### src/rtl/single_macc_ctrl.sv
// Control for a single-multiplier FIR: delay-line writes, tap/coeff sweeps,
// and accumulator dump/valid strobes aligned to the datapath latency.
//
// Ports:
//   Clk_i, Rst_i       clock, synchronous active-high reset
//   DataNd_i           new input sample present this cycle
//   DataWrEn_o         delay-line write enable
//   DataWrAddr_o       delay-line write address
//   ZeroSel_o          write zero instead of sample (init sweep)
//   TapRdAddr_o        delay-line read address
//   CoeffRdAddr_o      coefficient RAM read address
//   RdEn_o             tap read valid
//   First_o, Last_o    first / last tap of a sample, address aligned
//   AccDump_o          latch accumulator into output register
//   DataValid_o        filter output valid
//   Busy_o             state is not IDLE
//   Overrun_o          sticky: a sample arrived while not acceptable
module single_macc_ctrl #(
    parameter int TAPS     = 16,
    parameter int DAW      = 5,
    parameter int PIPE_LAT = 3
) (
    input  logic           Clk_i,
    input  logic           Rst_i,
    input  logic           DataNd_i,
    output logic           DataWrEn_o,
    output logic [DAW-1:0] DataWrAddr_o,
    output logic           ZeroSel_o,
    output logic [DAW-1:0] TapRdAddr_o,
    output logic [3:0]     CoeffRdAddr_o,
    output logic           RdEn_o,
    output logic           First_o,
    output logic           Last_o,
    output logic           AccDump_o,
    output logic           DataValid_o,
    output logic           Busy_o,
    output logic           Overrun_o
);

    localparam int KW = (TAPS > 1) ? $clog2(TAPS) : 1;
    localparam logic [KW-1:0] K_LAST = KW'(TAPS - 1);

    typedef enum logic [1:0] {
        S_INIT,
        S_IDLE,
        S_MACC
    } state_t;

    state_t          state;
    logic [DAW-1:0]  init_addr;
    logic [DAW-1:0]  wp;
    logic [DAW-1:0]  base;
    logic [KW-1:0]   k;
    logic [PIPE_LAT:0] strobe;
    logic            overrun;

    logic in_macc;
    logic k_last;
    logic accept;
    logic drop;

    assign in_macc = (state == S_MACC);
    assign k_last  = (k == K_LAST);

    // A new sample can start in IDLE, or on the final tap cycle so that
    // back-to-back samples keep the multiplier busy with no gap.
    assign accept = DataNd_i && !Rst_i &&
                    ((state == S_IDLE) || (in_macc && k_last));
    assign drop   = DataNd_i && !Rst_i && !accept;

    always_ff @(posedge Clk_i) begin
        if (Rst_i) begin
            state     <= S_INIT;
            init_addr <= '0;
            wp        <= '0;
            base      <= '0;
            k         <= '0;
            strobe    <= '0;
            overrun   <= 1'b0;
        end else begin
            // Last-tap marker travels alongside the datapath so dump and
            // valid line up with the final accumulate.
            strobe <= {strobe[PIPE_LAT-1:0], in_macc && k_last};

            if (drop) begin
                overrun <= 1'b1;
            end

            unique case (state)
                S_INIT: begin
                    init_addr <= init_addr + 1'b1;
                    if (init_addr == '1) begin
                        state <= S_IDLE;
                        wp    <= '0;
                    end
                end
                S_IDLE: begin
                end
                S_MACC: begin
                    k <= k + 1'b1;
                    if (k_last) begin
                        state <= S_IDLE;
                    end
                end
                default: begin
                    state <= S_INIT;
                end
            endcase

            // Acceptance overrides the IDLE return on the last tap.
            if (accept) begin
                base  <= wp;
                wp    <= wp + 1'b1;
                k     <= '0;
                state <= S_MACC;
            end
        end
    end

    always_comb begin
        DataWrEn_o    = 1'b0;
        DataWrAddr_o  = '0;
        ZeroSel_o     = 1'b0;
        TapRdAddr_o   = '0;
        CoeffRdAddr_o = '0;
        RdEn_o        = 1'b0;
        First_o       = 1'b0;
        Last_o        = 1'b0;
        AccDump_o     = 1'b0;
        DataValid_o   = 1'b0;
        Busy_o        = 1'b0;
        Overrun_o     = 1'b0;
        if (!Rst_i) begin
            Busy_o       = (state != S_IDLE);
            Overrun_o    = overrun;
            AccDump_o    = strobe[PIPE_LAT-1];
            DataValid_o  = strobe[PIPE_LAT];
            TapRdAddr_o  = base;
            DataWrAddr_o = wp;
            unique case (state)
                S_INIT: begin
                    DataWrEn_o   = 1'b1;
                    ZeroSel_o    = 1'b1;
                    DataWrAddr_o = init_addr;
                end
                S_MACC: begin
                    RdEn_o        = 1'b1;
                    TapRdAddr_o   = base - DAW'(k);
                    CoeffRdAddr_o = 4'(k);
                    First_o       = (k == '0);
                    Last_o        = k_last;
                end
                default: begin
                end
            endcase
            if (accept) begin
                DataWrEn_o   = 1'b1;
                DataWrAddr_o = wp;
                ZeroSel_o    = 1'b0;
            end
        end
    end

endmodule

### config.mk
export PLATFORM = sky130hd
export DESIGN_NAME = single_macc_ctrl
export DESIGN_NICKNAME = d
export VERILOG_FILES = /design/src/rtl/single_macc_ctrl.sv
export SDC_FILE = /design/constraint.sdc
export NUM_CORES = 1
export LEC_CHECK = 0
export CAP_MARGIN = 10
export CORE_AREA = 3 3 50 75
export DETAILED_ROUTE_END_ITERATION = 8
export DIE_AREA = 0 0 53 78
export GPL_TIMING_DRIVEN = 0
export PLACE_DENSITY = 0.72
export SETUP_SLACK_MARGIN = 0.5
export SLEW_MARGIN = 20
export SYNTH_ARGS = -nofsm -noshare
export SYNTH_HDL_FRONTEND = slang
export SYNTH_SLANG_ARGS = --single-unit
### constraint.sdc
create_clock -name Clk_i -period 1.8 [get_ports Clk_i]
set_input_delay 0.36 -clock Clk_i [delete_from_list [all_inputs] [get_ports Clk_i]]
set_output_delay 0.36 -clock Clk_i [all_outputs]
set_load 0.005 [all_outputs]
### Word-level counts from Yosys, hierarchy flattened

Cells that the tools add are included.

* register bits: 26
* bits of input ports: 3
* output and inout bits: 23
* logic and storage cells: 67

* add/subtract/negate cells: 4
* eq/ne operators: 10
* mux-type cells: 29
* bitwise operators: 1
* reductions and logical operators: 15

Operators with widths (number)
* 5-bit 2-to-1 mux: 8
* 1-bit 2-to-1 mux: 15
* 5-bit by 1-bit adder with 5-bit output (second input constant): 2
* 4-bit 2-to-1 mux: 2
* 2-bit 2-to-1 mux: 3
* 2-bit case mux with 3 select lines: 1
* 3-bit AND reduction: 2
* 5-bit == test (second input constant): 1
* 5-bit by 4-bit subtractor with 5-bit output: 1
* 4-bit by 1-bit adder with 4-bit output (second input constant): 1
* 4-bit == test (second input constant): 1
* 1-bit logical AND: 4
* 4-bit zero test: 1
* 2-bit by 1-bit inequality test with 1-bit output (second input constant): 2
* 2-bit inequality test (second input constant): 2
* 2-bit nonzero test: 2
* 3-bit by 1-bit inequality test with 1-bit output (second input constant): 1
* 3-bit inequality test (second input constant): 1
* 2-bit by 1-bit == test with 1-bit output (second input constant): 1
* 2-bit == test (second input constant): 1
* 1-bit zero test: 2
* 2-bit zero test: 1
* 2-bit AND reduction: 1
* 2-bit OR reduction: 1
* 2 further kinds: 2

### Logic depth before layout (Yosys ltp)

Gate-level depths: netlist of run 1.

* word-level depth: 6
* mapped depth: 8
* mapped depth without buffers: 8

### Worst setup path after synthesis of run 1

Ideal clock, no wire load.

* path type: register -> output
* from: register k[0]
* to: output TapRdAddr_o[4]
* data arrival time: 1607 ps
* data required time: 1440 ps
* setup slack: -167 ps
* cell stages (with the launch flop): 8
* buffers on the path: 0
* cells stage by stage: dfxtp_1 > ha_1 > inv_1 > fa_1 > a21o_1 > a211oi_1 > xnor2_1 > nor2_1

* word-level cells in the longest chain between the ends: 3

Ends and longest elaborated chain
* start, declared: RTL line 53 `logic [KW-1:0] k;`
* start signal, assigned: RTL line 100 `k <= k + 1'b1;`
* 5-bit by 4-bit subtractor with 5-bit output: RTL line 148 `TapRdAddr_o = base - DAW'(k);`
* 5-bit 2-to-1 mux: RTL line 140 `unique case (state)`
* 5-bit 2-to-1 mux: RTL line 133 `if (!Rst_i) begin`
* end, declared: RTL line 29 `output logic [DAW-1:0] TapRdAddr_o,`

Every way passes these cells.

### Worst setup path after layout of run 1

* from: register k[2]
* to: output TapRdAddr_o[4]

The elaborated chain is that of the path after synthesis.

==> results.cfg, run 1 <==
[floorplan]
core_sq_mm = 0.00316
placementRows = 25
die_y_microns = 78
die_area_sq_mm = 0.00413
die_x_microns = 53
start_util_pct = 45.7
pin_count = 26

[critical_path]
r2r_setup_slack_ns = -0.37
cp.arrival_ns = 2.00
start_kind = flop
critPathMaxFanout = 4
cp_data_required_time_ns = 1.44
critPathCaptureType = primary output
worstSetupPathType = reg -> out

[layout]
nFillCells = 142
area_delta_synth_final_pct = 92.0
fin_cells = 305
final_nets = 279
post-route-util_pct = 87.8
drive_gt1_share_pct = 67.2
antenna_cells = 0

[routing]
num_vias = 1782
ant_nets = 0
wl_per_cell_microns = 21.5
drt_wl_total_mm = 6.55
vias_per_cell = 5.84
drt_pass1_iterations = 4
drc_errors = 0
drt_iter0_drc = 64

[timing]
final-hold-violation-count = 0
fin_crit_ns = 2.36
skew_ns = 0.00383
setup_viol = 28
worst_slack_ns = -0.555
maxSlewViolCount = 0
finalCritPeriodShare_pct = 131
fmax_mhz = 425
rsz0062_at_grt = yes
worst_pin_slew_ns = 0.376
max_slew_margin_pct = 75.0

[clocking]
clk_path_buf_depth = 2
cts.sinks = 26
numCtsBuffers = 3
clkLatencyLatePin_ns = 0.29
cts_tree = yes
htreeDepth = 1
path_clk_slew_ns = 0.10
cts_root_buf = clkbuf_8

[pwr]
p_per_area_mw_per_mm2 = 401
ir_worst_vdd_v = 0.000813
total_power_mw = 1.11
leakagePower_nw = 1.23

[place]
placedCellCount = 249
place.gp.congestion = 0.779
hpwlAfterDp_mm = 2.67
io_buffers = 25

[synth]
avgSynthCellArea_sq_um = 7.85
syn_area_sq_mm = 0.00144
yosysSeqAreaShare_pct = 36.0
synth_cells = 184
ys_types = 36
syn_nets = 197
ys_top_cells_by_area = dfxtp_1 36%, nand2_1 8.3%, ha_1 7.8%, a21oi_1 6.9%, nor3_1 3.8%
synth_top_area_share_pct = 36.0
ys_ff_latch = 26
yosys_warnings = 0
synth_area_leader_cell = dfxtp_1

[grt]
overflow = 0
grt_pass1_wl_mm = 7.89
antenna_found_initial = 0
grt_pass1_vias = 1693
grt_usage_pct = 26.1
grt_max_degree = 15

[flow_run]
drv_cap = 0

[status]
status = finished with violations
violations = negative setup slack

[worst_hold_path]
hold_class = in -> reg
-- layer usage --
layer	wire (microns)	vias up	GRT usage, %
li1	-	798	-
met1	2310	846	26.2
met2	3470	98	48.6
met3	376	40	3.65
met4	398	0	13.8
met5	0	-	0
-- synth_stat cells (all sizes together) --
cell type / instances
nor3: 11
a2bb2oi: 1
clkbuf: 6
xnor2: 6
and3b: 1
o21ai: 1
nand4: 2
a31o: 2
o311ai: 1
a211oi: 3
and3: 2
nand3: 9
nor2: 11
fa: 1
or2: 1
a21o: 1
nor2b: 7
o21a: 1
inv: 9
nand2b: 2
o211ai: 1
and2b: 1
buf: 5
a31oi: 3
or3: 3
xor2: 2
nand2: 32
mux2i: 1
a21oi: 20
nand3b: 2
and4: 1
dfxtp: 26
ha: 9
-- layout by cell type (no fill, tap or decap), types with 7 or more instances in the layout --
cell	instances
buf_6	25
buf_2	23
buf_4	26
nand2_1	16
nor2_1	7
buf_8	7
a21oi_2	17
nand2_4	10
dfxtp_1	16
-- worst paths after layout --
| kind | startpoint | end | depth (start not counted) |
|---|---|---|---|
| worst min register to register | strobe[1] | strobe[2] | 1 |
| worst min-delay path | Rst_i | overrun | 3 |
| worst max-delay path | k[2] | TapRdAddr_o[4] | 7 |
| worst max register to register | k[0] | wp[3] | 11 |
-- through the flow --
step | setup slack [ns] | TNS [ns] | instance area (sq um) | hold WS (ns)
finish | -0.555 | -5.51 | 2770 | 0.427
global route | -0.694 | -6.71 | 2770 | 0.439
CTS | -0.538 | -2.13 | 2420 | 0.426
detailed placement | -0.713 | -14.26 | 1850 | 0.429
global placement | -0.707 | -13.36 | 1850 | 0.419
floorplan | 0.0219 | 0 | 1550 | 0.414
-- critical path, stage by stage, from the launching register on --
cell      delay, ns
dfxtp_4        0.38
inv_1          0.20
ha_1           0.34
a21o_1         0.22
a211oi_2       0.20
xnor2_1        0.16
nor2_1         0.08
buf_2          0.13
-- power by group --
part / internal (mW) / switching, mW
combinational: 0.0544 / 0.0592
clock: 0.197 / 0.218
sequential: 0.575 / 0.00808
total: 0.827 / 0.286
-- logic make-up (layout without fill, tap and decap cells) --
kind of cell               after synthesis  in the layout  share of synthesized area, %
xor gates and xnor gates                 8              8                          4.85
AOI/OAI and AO/OA                       34             34                          15.2
adders and majority gates               10             10                          9.19
and+or+nand+nor                         85             85                          28.4
DFF                                     26             26                          36.0
buffers and inverters                   20            101                          5.63
muxes                                    1              1                         0.693
-- registers in the layout (all words and copies together), names as in the netlist --
register,count
overrun,1
base,5
init_addr,5
wp,5
state,2
k,4
strobe,4
-- final cells by class --
type	instances	area [sq um]	area share, %
tap	40	50.0	1.81
multi-input combinational	138	1270	45.9
timing repair buffer	77	659	23.8
buffer	11	145	5.23
sequential	26	548	19.8
inverter	9	41.3	1.49
clock buffer	4	55.1	1.99
-- what timing repair did --
action	CTS	global route
gates cloned	1	0
gates resized for setup	181	64
hold buffers	0	0
buffers inserted	37	14
pin swaps	28	24
setup endpoints to repair	46	42
endpoints found under the hold margin	0	0
(Power assumes the default switching activity.)
==> inputs of run 2 (changes only) <==
--- a/config.mk
+++ b/config.mk
@@ -6,11 +6,13 @@
 export NUM_CORES = 1
 export LEC_CHECK = 0
 export CAP_MARGIN = 10
-export CORE_AREA = 3 3 50 75
+export CELL_PAD_IN_SITES_DETAIL_PLACEMENT = 2
+export CELL_PAD_IN_SITES_GLOBAL_PLACEMENT = 2
+export CORE_AREA = 3 3 64 96
 export DETAILED_ROUTE_END_ITERATION = 8
-export DIE_AREA = 0 0 53 78
+export DIE_AREA = 0 0 67 99
 export GPL_TIMING_DRIVEN = 0
-export PLACE_DENSITY = 0.72
+export PLACE_DENSITY_LB_ADDON = 0.1
 export SETUP_SLACK_MARGIN = 0.5
 export SLEW_MARGIN = 20
 export SYNTH_ARGS = -nofsm -noshare
==> run 2 against run 1 <==
  * The flow still finishes with violations (negative setup slack)
  * Non-clock buffer count up 6
  * Register-to-register slack better by 0.08 ns
  * Global-route usage down 5.7 points
  * Sequential power about the same
  * Sequential share of layout area down 1.2 points
  * Critical path depth up 2
  * Combinational power down 4%
  * Die area up 60%
  * Maximum frequency up 2.3%
  * Flip-flop and latch count unchanged
  * Total power down 1.8%
  * Largest cell class unchanged
  * Largest power group unchanged
==> results.cfg, run 2 (same netlist as run 1, synthesis figures left out) <==
[status]
status = finished with violations
violations = negative setup slack

[pwr]
total_power_mw = 1.09
p_per_area_mw_per_mm2 = 369
ir_worst_vdd_v = 0.000505
leakagePower_nw = 1.17

[timing]
fmax_mhz = 434
setup_viol = 27
rsz0062_at_grt = yes
worst_slack_ns = -0.503
hold_slack_ns = 0.473
final-hold-violation-count = 0
finalCritPeriodShare_pct = 128
skew_ns = 0.0209
maxSlewViolCount = 0
max_slew_margin_pct = 73.3
worst_pin_slew_ns = 0.401
fin_crit_ns = 2.30

[floorplan]
pin_count = 26
die_area_sq_mm = 0.00663
core_sq_mm = 0.00545
placementRows = 33
die_y_microns = 99
start_util_pct = 26.5
die_x_microns = 67

[clocking]
path_clk_slew_ns = 0.11
cts_tree = yes
clkLatencyLatePin_ns = 0.28
cts.sinks = 26
numCtsBuffers = 3
cts_root_buf = clkbuf_8
clk_path_buf_depth = 2
hold_buffers = 0
htreeDepth = 1

[routing]
ant_nets = 0
num_vias = 1749
wl_per_cell_microns = 22.5
drc_errors = 0
drt_iter0_drc = 50
vias_per_cell = 5.13
drt_pass1_iterations = 2
drt_wl_total_mm = 7.69

[layout]
area_delta_synth_final_pct = 105
drive_gt1_share_pct = 68.3
final_nets = 285
final_cell_mix = 27 x buf_6, 26 x buf_4, 23 x buf_2
nFillCells = 543
final_common_cell = buf_6
top_regs = base (5), init_addr (5), wp (5)
antenna_cells = 0
post-route-util_pct = 54.3
final_area_sq_mm = 0.00296

[grt]
overflow = 0
grt_usage_pct = 20.4
grt_pass1_wl_mm = 10.2
grt_max_degree = 15
antenna_found_initial = 0
grt_pass1_vias = 1839

[critical_path]
cp_data_required_time_ns = 1.44
critPathMaxFanout = 2
start_kind = flop
cp.arrival_ns = 1.94
critPathCaptureType = primary output
worstSetupPathType = reg -> out

[worst_hold_path]
hold_class = in -> reg

[place]
io_buffers = 25
place.gp.congestion = 0.761
placed_cell_area_sq_mm = 0.00189
hpwlAfterDp_mm = 3.55

[flow_run]
drv_cap = 0
## run 2: power by group
group | internal (mW) | total [mW] | switching, mW
Sequential | 0.575 | 0.584 | 0.00900
Combinational | 0.0490 | 0.109 | 0.0600
Clock | 0.196 | 0.399 | 0.203
Total | 0.821 | 1.09 | 0.272
## run 2: worst paths after layout
path / start / endpoint / slack (ns) / cells past startpoint
setup / recovery: base[0] / TapRdAddr_o[2] / -0.50 / 9
hold / removal: Rst_i / overrun / 0.47 / 3
setup reg to reg: k[0] / wp[4] / -0.29 / 13
hold reg to reg: strobe[0] / strobe[1] / 0.48 / 1
## run 2: repair_timing
item                                   4_1_cts  5_1_grt
setup endpoints to repair                   46       43
endpoints found under the hold margin        0        0
cloned                                       2        0
setup buffers                               37       19
pin swaps                                   33       35
gates resized for setup                    180       64
## run 2: through the flow
stage / instances / TNS (ns) / setup slack [ns]
floorplan: 184 / 0 / 0.0219
finish: 341 / -6.31 / -0.503
global route: 341 / -8.27 / -0.658
CTS: 322 / -5.78 / -0.553
global placement: 279 / -14.87 / -0.751
detailed placement: 279 / -16.54 / -0.777
## run 2: layer usage
layer  share of wire (%)  vias up  global-route usage (%)
li1                    -      804                       -
met1                  38      902                    22.2
met2                  58       33                    41.1
met3                 2.3       10                    1.94
met4                 1.7        0                    2.66
met5                   0        -                       0
## run 2: layout make-up
type	count	area, sq um	area share (%)
Buffer	11	144	4.86
Clock buffer	4	55.1	1.86
Inverter	9	36.3	1.23
Multi-Input combinational cell	138	1320	44.6
Sequential cell	26	551	18.6
Tap cell	70	87.6	2.96
Timing Repair Buffer	83	766	25.9
## run 2: critical path: stages (launching register included)
cell and delay (ns):
dfxtp_2 0.34, inv_2 0.06, ha_4 0.13, inv_2 0.04, fa_2 0.35, buf_4 0.16
buf_6 0.11, xnor2_2 0.13, a211oi_2 0.20, buf_2 0.15
==> inputs of run 3 (changes only) <==
--- a/config.mk
+++ b/config.mk
@@ -12,7 +12,7 @@
 export DETAILED_ROUTE_END_ITERATION = 8
 export DIE_AREA = 0 0 67 99
 export GPL_TIMING_DRIVEN = 0
-export PLACE_DENSITY_LB_ADDON = 0.1
+export PLACE_DENSITY = 0.82
 export SETUP_SLACK_MARGIN = 0.5
 export SLEW_MARGIN = 20
 export SYNTH_ARGS = -nofsm -noshare
==> run 3 against run 2 <==
  * The run still ends with negative setup slack left
  * Total power shrank 3.3%
  * Worst hold slack got worse by 0.016 ns
  * Sequential share of layout area rose by 1.5 points
  * Non-clock buffer count down 13
  * First-iteration DRC count increased by 64%
  * Register-to-register slack better by 0.08 ns
  * Wire length down 5.1%
  * Critical path type unchanged
  * Highest routed layer unchanged
==> results.cfg, run 3 (same netlist as run 1, synthesis figures left out) <==
[critical_path]
rr_endpoint = base[4]
r2r_cells = 11
r2r_setup_slack_ns = -0.21
cp_data_required_time_ns = 1.44
cp.arrival_ns = 2.04
worstSetupPathType = reg -> out
reg2reg_from = k[0]
critPathCaptureType = primary output
critPathMaxFanout = 2
start_kind = flop

[timing]
fin_tns_setup_ns = -5.39
worst_pin_slew_ns = 0.379
maxSlewViolCount = 0
setup_viol = 28
fin_crit_ns = 2.40
final-hold-violation-count = 0
finalCritPeriodShare_pct = 133
worst_slack_ns = -0.600
skew_ns = 0.00837
rsz0062_at_grt = yes
max_slew_margin_pct = 74.7
fmax_mhz = 417
hold_slack_ns = 0.457

[layout]
final_cell_mix = 25 x buf_4, 23 x buf_2, 19 x buf_6
final_common_cell = buf_4
area_delta_synth_final_pct = 87.1
nFillCells = 585
fin_cells = 328
drive_gt1_share_pct = 63.2
post-route-util_pct = 49.6
antenna_cells = 0
top_regs = base (5), init_addr (5), wp (5)
final_nets = 272

[grt]
grt_max_degree = 15
grt_usage_pct = 19.3
antenna_found_initial = 0
grt_pass1_wl_mm = 9.49
grt_pass1_vias = 1766
overflow = 0

[worst_hold_path]
min_to = strobe[2]
min_from = strobe[1]
hold_class = reg -> reg
whs_path_depth = 1

[place]
hpwlAfterDp_mm = 3.27
place.gp.congestion = 0.724
io_buffers = 25
placedCellCount = 279

[floorplan]
die_area_sq_mm = 0.00663
die_x_microns = 67
die_y_microns = 99
placementRows = 33
start_util_pct = 26.5
core_sq_mm = 0.00545
pin_count = 26

[routing]
wl_met3_microns = 167
wl_per_cell_microns = 22.3
vias_per_cell = 5.01
drt_wl_total_mm = 7.30
num_vias = 1644
ant_nets = 0
drc_errors = 0
wl_met2_mm = 4.26
met1_length_mm = 2.70
maxUsedRoutingLayer = met4
drt_pass1_iterations = 4
drt_iter0_drc = 82

[clocking]
hold_buffers = 0
htreeDepth = 1
clk_path_buf_depth = 2
cts_root_buf = clkbuf_8
clkLatencyLatePin_ns = 0.29
cts_tree = yes
path_clk_slew_ns = 0.10
numCtsBuffers = 3
cts.sinks = 26

[flow_run]
drv_cap = 0

[status]
status = finished with violations
violations = negative setup slack

[pwr]
leakagePower_nw = 1.15
ir_worst_vdd_v = 0.000269
p_per_area_mw_per_mm2 = 391
total_power_mw = 1.06
==> run 3: cell types whose count changed in the layout (fill, tap and decap cells not counted), moves of 2 or more <==
cell and change:
nand3_2 +2, ha_1 +3, nand2_2 -3, ha_4 -3, dfxtp_2 +3, buf_6 -8, or3_1 -2, nand2_1 +2
nand3_4 -3, or3_4 +2, dfxtp_4 -3
==> run 3: worst max path at each step <==
stage,from,endpoint,slack [ns],cells after the start
detailed placement,Rst_i,DataWrEn_o,-0.74,5
global placement,Rst_i,DataWrEn_o,-0.74,5
global route,k[2],TapRdAddr_o[4],-0.70,7
finish,base[0],TapRdAddr_o[4],-0.60,9
CTS,base[0],TapRdAddr_o[4],-0.51,9
floorplan,base[0],TapRdAddr_o[4],0.02,8
==> run 3: metal layers <==
layer	GRT usage (%)	vias up
met5	0	-
met4	7.81	0
met3	2.74	13
met2	37.4	37
met1	19.5	821
li1	-	773
==> run 3: worst max-delay path, stage by stage (launching register included) <==
cell,delay (ns)
dfxtp_2,0.34
inv_2,0.06
ha_4,0.13
inv_2,0.03
fa_2,0.34
a21o_1,0.19
a211oi_2,0.21
xnor2_1,0.11
nor2_1,0.16
buf_2,0.18
==> run 3: cell type report <==
| class | count | area (sq um) | area share, % |
|---|---|---|---|
| multi-input combinational | 138 | 1240 | 46.0 |
| tap | 70 | 87.6 | 3.24 |
| clock buffer | 4 | 45.0 | 1.67 |
| inverter | 9 | 38.8 | 1.44 |
| timing repair buffer | 70 | 584 | 21.6 |
| sequential | 26 | 543 | 20.1 |
| buffer | 11 | 159 | 5.88 |
==> run 3: per-stage QoR <==
stage / setup slack, ns / cell area, sq um
6_report: -0.600 / 2700
5_1_grt: -0.697 / 2700
4_1_cts: -0.511 / 2300
3_5_place_dp: -0.743 / 1890
3_3_place_gp: -0.742 / 1890
2_1_floorplan: 0.0219 / 1550
==> run 3: repair_timing <==
item / 4_1_cts / 5_1_grt
cloned: 1 / 0
pin swaps: 7 / 20
resized for setup: 161 / 63
setup endpoints to repair: 46 / 40
setup buffers: 24 / 20
==> run 3: report_power, final <==
group / internal, mW / leakage, nW / switching [mW]
combinational: 0.0450 / 0.916 / 0.0563
clock: 0.160 / 0.0228 / 0.211
sequential: 0.578 / 0.216 / 0.00649
total: 0.783 / 1.15 / 0.274
==> RTL edit 1 (flow settings as in run 2) <==
Re-encode `state_t` (3 states) as one-hot, 3 bits wide.
--- a/src/rtl/single_macc_ctrl.sv
+++ b/src/rtl/single_macc_ctrl.sv
@@ -40,10 +40,10 @@
     localparam int KW = (TAPS > 1) ? $clog2(TAPS) : 1;
     localparam logic [KW-1:0] K_LAST = KW'(TAPS - 1);
 
-    typedef enum logic [1:0] {
-        S_INIT,
-        S_IDLE,
-        S_MACC
+    typedef enum logic [2:0] {
+        S_INIT = 3'b001,
+        S_IDLE = 3'b010,
+        S_MACC = 3'b100
     } state_t;
 
     state_t          state;
Behaviour: same outputs for any inputs over 10 cycles, from zero or initial values and one cycle with Rst_i high; not proved beyond that.
==> RTL edit 1 against run 2 <==
- the run still ends with setup timing left
- total power increased by 2.4%
- register-to-register slack got worse by 130 ps
- synthesized area is 4.6% higher
- worst setup slack worse by 95 ps
- non-clock buffer count grew 1
- sequential cell count up 1
- final cell count is 0.88% lower
- routed wire length increased by 2.9%
- final area down 1.4%
==> RTL edit 1: results (changes against run 2) <==
## Final layout
• 0.675 — fraction of final layout cells with drive strength greater than 1, -0.00728
• 555 — Filler cells, +2.2%

## Worst setup path
• 11 — R2R depth, -2
• sky130_fd_sc_hd__dfxtp_2 — critical-path cell with the highest stage delay
• base[3] — Worst R2R End
• -420 ps — Register-to-Register Setup Slack, -130 ps
• state[0] — startpoint of the worst register-to-register path
• 2040 ps — Critical Path AT, +100 ps

## Global routing
• 0.204 — overall fraction of global-route tracks in use, about the same
• 0.398 — met2 Usage GRT, -0.0129
• 16 — pin count of the biggest net entering global routing, +1
• 0.0239 — GR met3 Demand/Resource, +0.00456
• 10,100 µm — first-pass GRT wire length, -1.1%
• 0.214 — M1 GR Usage, -0.00724
• 1,841 — vias in the first global route, +0.11%

## Pwr
• 0.505 mV — maximum VDD drop, about the same
• 0.279 — Switching Share, +0.0298
• 1.21 nW — static leakage power, +3.6%

## Yosys
• 177 — synthesized instance count, -3.8%
• sky130_fd_sc_hd__dfxtp_1, sky130_fd_sc_hd__nand2_1, sky130_fd_sc_hd__nor2_1 — commonest cells in the netlist
• 190 — number of nets produced by synthesis, -3.6%

## Status
• setup timing — violated checks
• finished with violations — status

## Detailed routing
• 5.02 — via density per instance, -2.2%
• 215 µm — met3 wirelength from detailed routing, +21%
• 4480 µm — met2 wire length, -0.22%
• 3010 µm — M1 wire length, +4.3%

## Timing
• -598 ps — Final WS setup, -95.4 ps
• 12.7 ps — worst-case clock skew, -8.18 ps
• 321 ps — transition time at the pin with the least slew margin, -80.1 ps
• 35 — final setup violation count, +30%

## Place
• -1040 ps — Post-Place Setup Slack, -259 ps
• 2080 µm² — standard cell area after detailed placement, +10%
• 0.718 — weighted congestion at the end of routability-driven global placement, -5.6%
• 272 — Placed Cells incl. Taps, -2.5%

## Clock network
• 300 ps — clock latency at the later pin of the worst-skew pair, +20 ps
• 171 — post-cts sizing count, -5.0%

## RTL edit 1: cell types whose count changed in the layout (fill, tap and decap cells not counted), moves of 4 or more
cell and delta:
sky130_fd_sc_hd__a22o_1 +5, sky130_fd_sc_hd__buf_6 +13, sky130_fd_sc_hd__buf_4 -4, sky130_fd_sc_hd__a21oi_1 -5, sky130_fd_sc_hd__nand2_2 -4, sky130_fd_sc_hd__ha_4 -5
## RTL edit 1: logic make-up after synthesis
| family | Yosys count | synth area share |
|---|---|---|
| AND/OR/NAND/NOR | 79 | 0.278 |
| AO/OA/AOI/OAI | 32 | 0.152 |
| flip-flops | 27 | 0.358 |
| buffers and inverters | 16 | 0.0439 |
| adder cells (fa/ha/maj) | 10 | 0.0878 |
| XOR/XNOR | 9 | 0.0522 |
| multiplexers | 4 | 0.0290 |
## RTL edit 1: worst min-delay path by stage
| stage | depth (start not counted) | slack (ps) | endpoint |
|---|---|---|---|
| after floorplan | 1 | 410 | strobe[1] |
| after global placement | 1 | 430 | strobe[2] |
| after detailed placement | 1 | 460 | strobe[2] |
| after CTS | 3 | 440 | strobe[3] |
| after global routing | 3 | 440 | strobe[3] |
| final | 4 | 430 | wp[1] |
## RTL edit 1: tightest hold or removal path, cell delays in order
cell	delay, ps
sky130_fd_sc_hd__buf_12	110
sky130_fd_sc_hd__a21oi_1	80
sky130_fd_sc_hd__nand2_1	70
sky130_fd_sc_hd__mux2i_1	50
## RTL edit 1: area by class of cell
type	instances	area, µm²	share of cell area
multi-input cells	134	1280	0.438
repair buffers	87	798	0.273
flip-flops and latches	27	563	0.193
plain buffers	8	116	0.0399
well taps	70	87.6	0.0300
clock buffers	3	41.3	0.0141
inverters	8	30.0	0.0103
clock inverters	1	5.00	0.00171
==> RTL edit 2 (config.mk and constraints of run 2) <==
Without the edit above. Set the parameter `DAW` to 10 (it was 5).
--- a/src/rtl/single_macc_ctrl.sv
+++ b/src/rtl/single_macc_ctrl.sv
@@ -17,7 +17,7 @@
 //   Overrun_o          sticky: a sample arrived while not acceptable
 module single_macc_ctrl #(
     parameter int TAPS     = 16,
-    parameter int DAW      = 5,
+    parameter int DAW      = 10,
     parameter int PIPE_LAT = 3
 ) (
     input  logic           Clk_i,
Ports: changed (resized DataWrAddr_o and TapRdAddr_o); port bits go from 26 to 36. The function was not compared with the original's and may differ.
==> RTL edit 2 against run 2 <==
- the run now fails in clock tree synthesis (4_1_cts)
- synthesized area grew 53%
==> RTL edit 2: results (changes against run 2) <==
## Yosys
• 0.372 — share of the yosys chip area belonging to registers, +0.0118
• sky130_fd_sc_hd__dfxtp_1, sky130_fd_sc_hd__nand2_1, sky130_fd_sc_hd__a21oi_1 — commonest cells in the netlist
• 0 — FFs w/ async S/R, synth, unchanged
• 42 — count of different cell masters after synthesis, +17%
• sky130_fd_sc_hd__dfxtp_1 — top flip-flop cell by instance count after synthesis
• sky130_fd_sc_hd__dfxtp_1, sky130_fd_sc_hd__a21oi_1, sky130_fd_sc_hd__nand2_1 — cell types with the largest area share after synthesis
• 41 — FF+latch count, synth, +58%
• 0 — total number of yosys warnings, unchanged
• 295 — number of nets produced by synthesis, +50%

## Place
• 0.816 — weighted congestion at the end of routability-driven global placement, +7.2%
• 35 — count of port buffers added during placement, +40%
• 6360 µm — estimated wirelength of the detail-placed design, +79%

## Status
• clock tree synthesis (4_1_cts) — Stopped at
• did not finish — status
• [ERROR DPL-0033] detailed placement checks failed during check placement. — first error

## Clock network
• 58 — total setup buffers inserted after CTS, +57%
• 310 — post-cts sizing count, +72%
• 2 — buffers from clock root to sink, at most, unchanged
• 2 — htree depth, +1
• 5 — number of buffers inserted during clock tree synthesis, +2
• sky130_fd_sc_hd__clkbuf_8 — clock tree root driver cell

RTL edit 2: changes by cell type after synthesis, moves of 4 or more:
cell	change
sky130_fd_sc_hd__dfxtp_1	+15
sky130_fd_sc_hd__a22o_1	+7
sky130_fd_sc_hd__o21ai_0	+11
sky130_fd_sc_hd__nor2_1	+20
sky130_fd_sc_hd__a21oi_1	+13
sky130_fd_sc_hd__clkbuf_1	+7
sky130_fd_sc_hd__or3_1	+4
sky130_fd_sc_hd__nor2b_1	+5
sky130_fd_sc_hd__nand2_1	+8
sky130_fd_sc_hd__nor3_1	-6
RTL edit 2: cells by family after synthesis:
logic type / Yosys count / share of synthesized area
compound gates: 71 / 0.200
xor+xnor: 13 / 0.0516
fa+ha+maj: 9 / 0.0545
buf+inv: 24 / 0.0414
flops: 41 / 0.372
simple gates: 125 / 0.280
RTL edit 2: per-stage QoR:
step	cells	worst slack (ps)	hold slack [ps]	TNS [ps]	area [µm²]
3_5_place_dp	388	-1220	443	-34400	2830
3_3_place_gp	388	-1150	418	-27610	2830
2_1_floorplan	283	-581	414	-1370	2390
